==> src/rtl/tree_sum_pkg.sv <==
// Shared types and constants for the tree-sum frame accumulator.
// Contents:
//   state_e        accumulator FSM states
//   Default*W      default widths for the tree-sum input, the accumulator and the count fields
//   sat_max/min    most positive / most negative value of a w-bit signed number, returned
//                  zero-extended to 64 bits; the caller truncates the result to w bits
package tree_sum_pkg;

  typedef enum logic [1:0] {
    StIdle,
    StAccum,
    StHold
  } state_e;

  localparam int unsigned DefaultInW  = 16;
  localparam int unsigned DefaultAccW = 24;
  localparam int unsigned DefaultCntW = 8;

  function automatic logic [63:0] sat_max(input int unsigned w);
    return (64'd1 << (w - 1)) - 64'd1;
  endfunction

  // Keeping only the low w bits leaves 100..0, the most negative w-bit value.
  function automatic logic [63:0] sat_min(input int unsigned w);
    return 64'd1 << (w - 1);
  endfunction

endpackage

==> src/rtl/sum_sat_add.sv <==
// Combinational ACC_W-bit signed adder with a signed-overflow flag.
// Build option: define ACC_SATURATE_EN to clip an overflowing result to the most positive or
// most negative value. Without it, the result wraps in two's complement. The overflow flag is
// reported in both builds.
// Ports:
//   a_i    in   ACC_W  signed augend (running accumulator)
//   b_i    in   ACC_W  signed addend (sign-extended tree sum)
//   sum_o  out  ACC_W  signed result (wrapped or clipped)
//   ovf_o  out  1      signed overflow occurred on this add
module sum_sat_add
  import tree_sum_pkg::*;
#(
  parameter int unsigned ACC_W = DefaultAccW
) (
  input  logic signed [ACC_W-1:0] a_i,
  input  logic signed [ACC_W-1:0] b_i,
  output logic signed [ACC_W-1:0] sum_o,
  output logic                    ovf_o
);

`ifdef ACC_SATURATE_EN
  localparam logic [ACC_W-1:0] MaxVal = ACC_W'(sat_max(ACC_W));
  localparam logic [ACC_W-1:0] MinVal = ACC_W'(sat_min(ACC_W));
`endif

  logic signed [ACC_W-1:0] raw;

  always_comb begin
    raw   = a_i + b_i;
    // Overflow is only possible when both operands have the same sign.
    ovf_o = (a_i[ACC_W-1] == b_i[ACC_W-1]) && (raw[ACC_W-1] != a_i[ACC_W-1]);
`ifdef ACC_SATURATE_EN
    if (ovf_o) begin
      // The operands share a sign, so a's sign gives the direction to clip.
      sum_o = a_i[ACC_W-1] ? MinVal : MaxVal;
    end else begin
      sum_o = raw;
    end
`else
    sum_o = raw;
`endif
  end

endmodule

==> src/rtl/tree_sum_accumulator.sv <==
// Accumulates frame_len consecutive adder-tree sums into one signed frame total. The total is
// presented with a valid/ready handshake and held until the consumer accepts it.
// Build option: ACC_SATURATE_EN selects a saturating accumulator (see sum_sat_add).
// Ports:
//   clk_i        in   1      system clock, rising edge
//   rst_i        in   1      asynchronous, active-high reset
//   start_i      in   1      begin a frame (honoured only in IDLE)
//   frame_len_i  in   CNT_W  sums per frame, sampled with start_i; 0 is treated as 1
//   in_valid_i   in   1      in_sum_i carries a valid tree sum
//   in_sum_i     in   IN_W   signed tree sum
//   in_ready_o   out  1      in_sum_i is accepted this cycle
//   out_valid_o  out  1      frame total is valid
//   out_ready_i  in   1      consumer accepts the total
//   out_sum_o    out  ACC_W  signed frame total
//   out_count_o  out  CNT_W  number of sums in the presented total
//   busy_o       out  1      a frame is in progress or being presented
//   overflow_o   out  1      sticky per frame: an add overflowed or was clipped
module tree_sum_accumulator
  import tree_sum_pkg::*;
#(
  parameter int unsigned IN_W  = DefaultInW,
  parameter int unsigned ACC_W = DefaultAccW,
  parameter int unsigned CNT_W = DefaultCntW
) (
  input  logic                    clk_i,
  input  logic                    rst_i,
  input  logic                    start_i,
  input  logic [CNT_W-1:0]        frame_len_i,
  input  logic                    in_valid_i,
  input  logic signed [IN_W-1:0]  in_sum_i,
  output logic                    in_ready_o,
  output logic                    out_valid_o,
  input  logic                    out_ready_i,
  output logic signed [ACC_W-1:0] out_sum_o,
  output logic [CNT_W-1:0]        out_count_o,
  output logic                    busy_o,
  output logic                    overflow_o
);

  state_e state_q, state_d;

  logic [CNT_W-1:0]        len_q, len_d;
  logic [CNT_W-1:0]        cnt_q, cnt_d;
  logic signed [ACC_W-1:0] acc_q, acc_d;
  logic                    ovf_q, ovf_d;
  logic signed [ACC_W-1:0] out_sum_q, out_sum_d;
  logic [CNT_W-1:0]        out_count_q, out_count_d;

  logic signed [ACC_W-1:0] in_ext;
  logic signed [ACC_W-1:0] add_sum;
  logic                    add_ovf;
  logic                    beat;
  logic [CNT_W-1:0]        cnt_inc;
  logic                    last_beat;

  // A size cast of a signed operand sign-extends it.
  assign in_ext    = ACC_W'(in_sum_i);
  assign beat      = in_valid_i && in_ready_o;
  assign cnt_inc   = cnt_q + CNT_W'(1);
  assign last_beat = beat && (cnt_inc == len_q);

  sum_sat_add #(
    .ACC_W (ACC_W)
  ) u_add (
    .a_i   (acc_q),
    .b_i   (in_ext),
    .sum_o (add_sum),
    .ovf_o (add_ovf)
  );

  // State register.
  always_ff @(posedge clk_i or posedge rst_i) begin
    if (rst_i) begin
      state_q <= StIdle;
    end else begin
      state_q <= state_d;
    end
  end

  // Next-state logic.
  always_comb begin
    state_d = state_q;
    unique case (state_q)
      StIdle:  if (start_i) state_d = StAccum;
      StAccum: if (last_beat) state_d = StHold;
      // start_i arriving with out_ready_i is ignored; the FSM always spends a cycle in IDLE.
      StHold:  if (out_ready_i) state_d = StIdle;
      default: state_d = StIdle;
    endcase
  end

  // Outputs that depend only on the state.
  always_comb begin
    in_ready_o  = (state_q == StAccum);
    out_valid_o = (state_q == StHold);
    busy_o      = (state_q != StIdle);
  end

  // Datapath next-state logic.
  always_comb begin
    len_d       = len_q;
    cnt_d       = cnt_q;
    acc_d       = acc_q;
    ovf_d       = ovf_q;
    out_sum_d   = out_sum_q;
    out_count_d = out_count_q;
    if (state_q == StIdle && start_i) begin
      len_d = (frame_len_i == '0) ? CNT_W'(1) : frame_len_i;
      cnt_d = '0;
      acc_d = '0;
      ovf_d = 1'b0;
    end else if (beat) begin
      acc_d = add_sum;
      cnt_d = cnt_inc;
      ovf_d = ovf_q | add_ovf;
      if (last_beat) begin
        out_sum_d   = add_sum;
        out_count_d = cnt_inc;
      end
    end
  end

  always_ff @(posedge clk_i or posedge rst_i) begin
    if (rst_i) begin
      len_q       <= '0;
      cnt_q       <= '0;
      acc_q       <= '0;
      ovf_q       <= 1'b0;
      out_sum_q   <= '0;
      out_count_q <= '0;
    end else begin
      len_q       <= len_d;
      cnt_q       <= cnt_d;
      acc_q       <= acc_d;
      ovf_q       <= ovf_d;
      out_sum_q   <= out_sum_d;
      out_count_q <= out_count_d;
    end
  end

  assign out_sum_o   = out_sum_q;
  assign out_count_o = out_count_q;
  assign overflow_o  = ovf_q;

endmodule

==> config.mk <==
export PLATFORM = sky130hd
export DESIGN_NAME = tree_sum_accumulator
export DESIGN_NICKNAME = d
export VERILOG_FILES = /design/src/rtl/tree_sum_pkg.sv /design/src/rtl/sum_sat_add.sv /design/src/rtl/tree_sum_accumulator.sv
export SDC_FILE = /design/constraint.sdc
export NUM_CORES = 1
export LEC_CHECK = 0
export CAP_MARGIN = 5
export CORE_MARGIN = 2
export CORE_UTILIZATION = 45
export CTS_CLUSTER_SIZE = 28
export DETAILED_ROUTE_END_ITERATION = 8
export PLACE_DENSITY = 0.67
export REMOVE_ABC_BUFFERS = 1
export SETUP_SLACK_MARGIN = 0.2
export SLEW_MARGIN = 10
export SYNTH_ARGS = -nofsm -noshare
export SYNTH_HDL_FRONTEND = slang
export SYNTH_HIERARCHICAL = 1
export SYNTH_SLANG_ARGS = --single-unit
==> constraint.sdc <==
create_clock -name clk_i -period 3.3 [get_ports clk_i]
set_input_delay 0.66 -clock clk_i [delete_from_list [all_inputs] [get_ports clk_i]]
set_output_delay 0.66 -clock clk_i [all_outputs]
set_load 0.02 [all_outputs]
After elaboration in Yosys (flattened, before gate mapping)
Cells that the tools add are included.
- input port bits: 29
- flip-flop bits (word level): 75
- add/sub/neg operators: 2
- bitwise gates (word level): 2
- muxes and demuxes: 11
- reduce and logical (&&, ||, !) cells: 10
- equal/unequal tests: 8
- operator list (kind ; count):
    2-to-1 mux 24 bit ; 2
    adder 24 x 16 -> 24 bit ; 1
    2-to-1 mux 8 bit ; 3
    adder 8 x 1 -> 8 bit, second input constant ; 1
    == test 8 bit ; 1
    zero test 8 bit ; 1
    2-to-1 mux 2 bit ; 3
    one-hot mux 2 bit (3 select lines) ; 1
    AND reduction 3 bit ; 2
    logical AND 1 bit ; 4
    != test 2 x 1 -> 1 bit, second input constant ; 2
    nonzero test 2 bit ; 2
    == test 2 x 1 -> 1 bit, second input constant ; 1
    == test 2 bit, second input constant ; 1
    zero test 2 bit ; 1
    2-to-1 mux 1 bit ; 2
    != test 2 bit, second input constant ; 1
    == test 1 bit ; 1
    != test 1 bit ; 1
    NOT 1 bit ; 1
    OR 1 bit ; 1

Depth between registers and ports, before layout
- word-level depth: 6
- gate-level depth with buffers: 10

By module
Netlist, hierarchy kept.
- by module, submodules not included (module ; area each (µm²) ; instances ; cells an instance):
    tree_sum_accumulator ; 3148.0 ; 1 ; 232
    sum_sat_add ; 1203.7 ; 1 ; 163

Worst setup path after synthesis
Ideal clock, no wire load.
- kind: input to register
- from: input in_sum_i[0]
- to: register out_sum_q[12] (netlist: out_sum_o[12])
- data arrival time: 2613 ps
- stages: 8
- path slack: 562 ps
- required time: 3175 ps
- cell sequence: ha_1 > fa_1 > a211o_1 > a21oi_4 > o221ai_2 > or3_2 > nor2b_1 > mux2_2
- word-level cells in the longest chain between the ends: 1
- RTL lines (what ; RTL line ; source):
    from (decl) ; tree_sum_accumulator.sv:30 ; input logic signed [IN_W-1:0] in_sum_i,
    adder 24 x 16 -> 24 bit ; sum_sat_add.sv:29 ; raw = a_i + b_i;
    named net add_sum[12] ; tree_sum_accumulator.sv:50 ; logic signed [ACC_W-1:0] add_sum;
    to (signal assigned) ; tree_sum_accumulator.sv:136 ; out_sum_q <= out_sum_d;
    to (decl) ; tree_sum_accumulator.sv:46 ; logic signed [ACC_W-1:0] out_sum_q, out_sum_d;
The timed path passes the listed nets, and every way through them passes these cells.
A chain may end at the register's enable or synchronous reset.

Worst setup path in the final report
- from: input in_sum_i[0]
- to: register out_sum_q[16] (netlist: out_sum_o[16])
The elaborated chain is that of the path after synthesis.

==> results by group <==
Clocking
  – CTS max path bufs: 2
  – Clock root cell: clkbuf_8
  – Num CTS Buffers: 9
  – H-tree Lvls: 3
  – Post-CTS setup buffer count: 0
  – CTS clk-pin slew, worst paths: 0.08 ns
  – CTS tree: built
  – Resize count post-CTS: 0
  – Latest clock arrival within the worst-skew pair: 0.35 ns
  – CTS Sinks: 75
  – Cts hold-fix bufs: 0

Floorplanning
  – Die width: 102 um
  – Initial Util: 0.467
  – Die area: 0.0105 mm2
  – FP Rows: 35
  – Top-level port count: 65
  – Die H: 102 um
  – Area of the core: 0.00933 mm2

STA
  – Slew @ Worst Pin: 0.656 ns
  – Final hold vios: 0
  – Clock skew: 0.00724 ns
  – Max Slew Vio Count: 0
  – Minimum clock period: 2.95 ns
  – Period utilization: 0.894
  – Relative slew margins: 0.562
  – RSZ-0062 raised after global routing: no
  – Final setup fails: 0
  – FMAX: 339 MHz

Place
  – Placed inst area: 0.00519 mm2
  – RePlAce Congestion: 0.860
  – Buffers on Ports: 64
  – DP Cell Count: 584
  – Dpl hpwl: 6730 um

Final layout
  – Final Util: 0.575
  – # diodes: 0
  – Final instance area: 0.00536 mm2
  – Area Overhead vs Synth: 23.2%
  – Nets: 520
  – Share of layout cells above drive strength 1: 0.191
  – Non-Filler Instances: 600

Routing
  – Wire per inst: 15.7 um
  – Routed vias: 3,312
  – Via density: 5.52
  – Pre-antenna DRT Iters: 4
  – Wirelength, routed: 9410 um
  – DRC Markers: 0
  – DR iter-0 viols: 65
  – Final ANT Viol Nets: 0

Yosys
  – #FFs+latches synth: 75
  – Synth unique cells: 59
  – Fraction of registers with async set/reset: 1.00
  – Synth Flop Type: dfrtp_1
  – Syn_area_per_cell: 11.0 um2
  – Mapped Area: 0.00435 mm2
  – Warnings, synthesis: 6
  – Synthesized instance count: 395
  – Number of synthesized flops with an enable pin: 0
  – Seq/Total Area, Yosys: 0.431

Pwr
  – Pleak: 0.00242 uW
  – Pwr dens: 927 mW/mm2
  – Worst ir drop on vdd: 0.471 mV
  – Total Power: 4970 uW

GRT
  – Initial antenna violation count: 0
  – Wire length of the first global-routing pass: 15,800 um
  – Vias in the first global route: 3,279
  – Largest net degree at the start of global routing: 47
  – GRT overflow: 0
  – GRT Resource Usage Total: 0.194

Critical path
  – Maximum fanout along the worst path: 4
  – CP max stage delay: 0.41 ns
  – Worst endpoint data arrival time: 3.19 ns
  – CP cell instances: clkdlybuf4s50_1 > ha_1 > fa_1 > a211o_1 > a21oi_4 > o221ai_2 > o21ai_2 > o21ai_0 > xor2_1 > mux2_2
  – CP Capture Type: register
  – Worst path required time: 3.54 ns
  – CP Class: in -> reg
  – Worst Setup Start Kind: primary input
  – Slowest-stage cell, CP: clkdlybuf4s50_1

Run status
  – Status: complete, no violations

Hold path
  – Min-delay worst type: reg -> reg

Job
  – Maxcap violations: 0
## logic make-up after synthesis
kind of cell | Yosys count | share of synthesized area
muxes | 39 | 0.102
DFF | 75 | 0.431
adders and majority gates | 25 | 0.0736
and+or+nand+nor | 82 | 0.0998
xor gates and xnor gates | 35 | 0.0814
AOI/OAI and AO/OA | 110 | 0.178
buffers and inverters | 29 | 0.0336
## cell usage after synthesis, types with 13 or more instances
library cell,count,area [um2]
a21oi_1,27,135
nand2_1,21,78.8
mux2_2,35,394
a22o_1,26,228
o21ai_0,23,115
ha_1,24,300
dfrtp_1,75,1880
clkbuf_1,13,48.8
xnor2_1,18,158
nor2_1,13,48.8
xor2_1,14,123
## worst max-delay path: cells and delay by family
| kind | cells | cell delay (ns) |
|---|---|---|
| AOI/OAI and AO/OA | 5 | 1.06 |
| adders and majority gates | 2 | 0.60 |
| buffers and inverters | 1 | 0.41 |
| muxes | 1 | 0.27 |
| xor gates and xnor gates | 1 | 0.17 |
## power by group
part / switching [uW] / internal [uW] / leakage [uW] / total [uW]
registers: 256 / 1290 / 0.000956 / 1550
clock network: 368 / 270 / 0.0000929 / 639
logic: 1420 / 1360 / 0.00137 / 2780
total: 2040 / 2930 / 0.00242 / 4970
## placed cells by master, fill, tap and decap left out, types with 9 or more instances in the layout
cell type | Yosys | routed
nand2_1 | 21 | 21
xnor2_1 | 18 | 18
dfrtp_1 | 75 | 75
a22o_1 | 26 | 26
nor2_1 | 13 | 12
xor2_1 | 14 | 14
mux2_2 | 35 | 35
o21ai_0 | 23 | 23
nand3_1 | 11 | 11
clkdlybuf4s50_1 | 0 | 64
inv_1 | 11 | 10
a21oi_1 | 27 | 27
ha_1 | 24 | 24
clkbuf_8 | 0 | 9
buf_4 | 1 | 11
## state kept, by name, indices dropped and copies added, names as in the netlist
name	count
overflow_o	1
out_count_o	8
len_q	8
acc_q	24
cnt_q	8
state_q	2
out_sum_o	24
## layout make-up
type / count / area, um2
fillers: 844 / 3970
flip-flops and latches: 75 / 1880
well taps: 129 / 161
clock inverters: 7 / 42.5
inverters: 11 / 41.3
repair buffers: 78 / 783
multi-input cells: 291 / 2330
clock buffers: 9 / 124
## final timing paths
kind	from	to	slack, ns	depth (start not counted)
setup / recovery	in_sum_i[0]	out_sum_o[16]	0.35	10
hold / removal	overflow_o	overflow_o	0.49	2
setup reg to reg	cnt_q[0]	out_sum_o[5]	0.49	7
hold reg to reg	overflow_o	overflow_o	0.49	2
max in group asynchronous	rst_i	out_sum_o[16]	1.91	3
min in group asynchronous	rst_i	out_sum_o[2]	0.72	2
## per-stage QoR
stage               setup TNS (ns)  setup slack, ns  hold slack (ns)
floorplan                        0            0.208            0.473
global placement           -0.0168          -0.0128            0.479
detailed placement         -0.0609          -0.0357            0.483
CTS                              0            0.344            0.501
global route                     0            0.207            0.523
finish                           0            0.350            0.494
## layer usage
layer	vias to the layer above	GRT usage	routed length [um]
met4	0	0.0626	131
met1	1640	0.274	4590
met2	79	0.296	4250
met5	-	0	0
met3	10	0.0479	434
li1	1583	-	-
No activity file was read; power rests on OpenSTA's default activity.
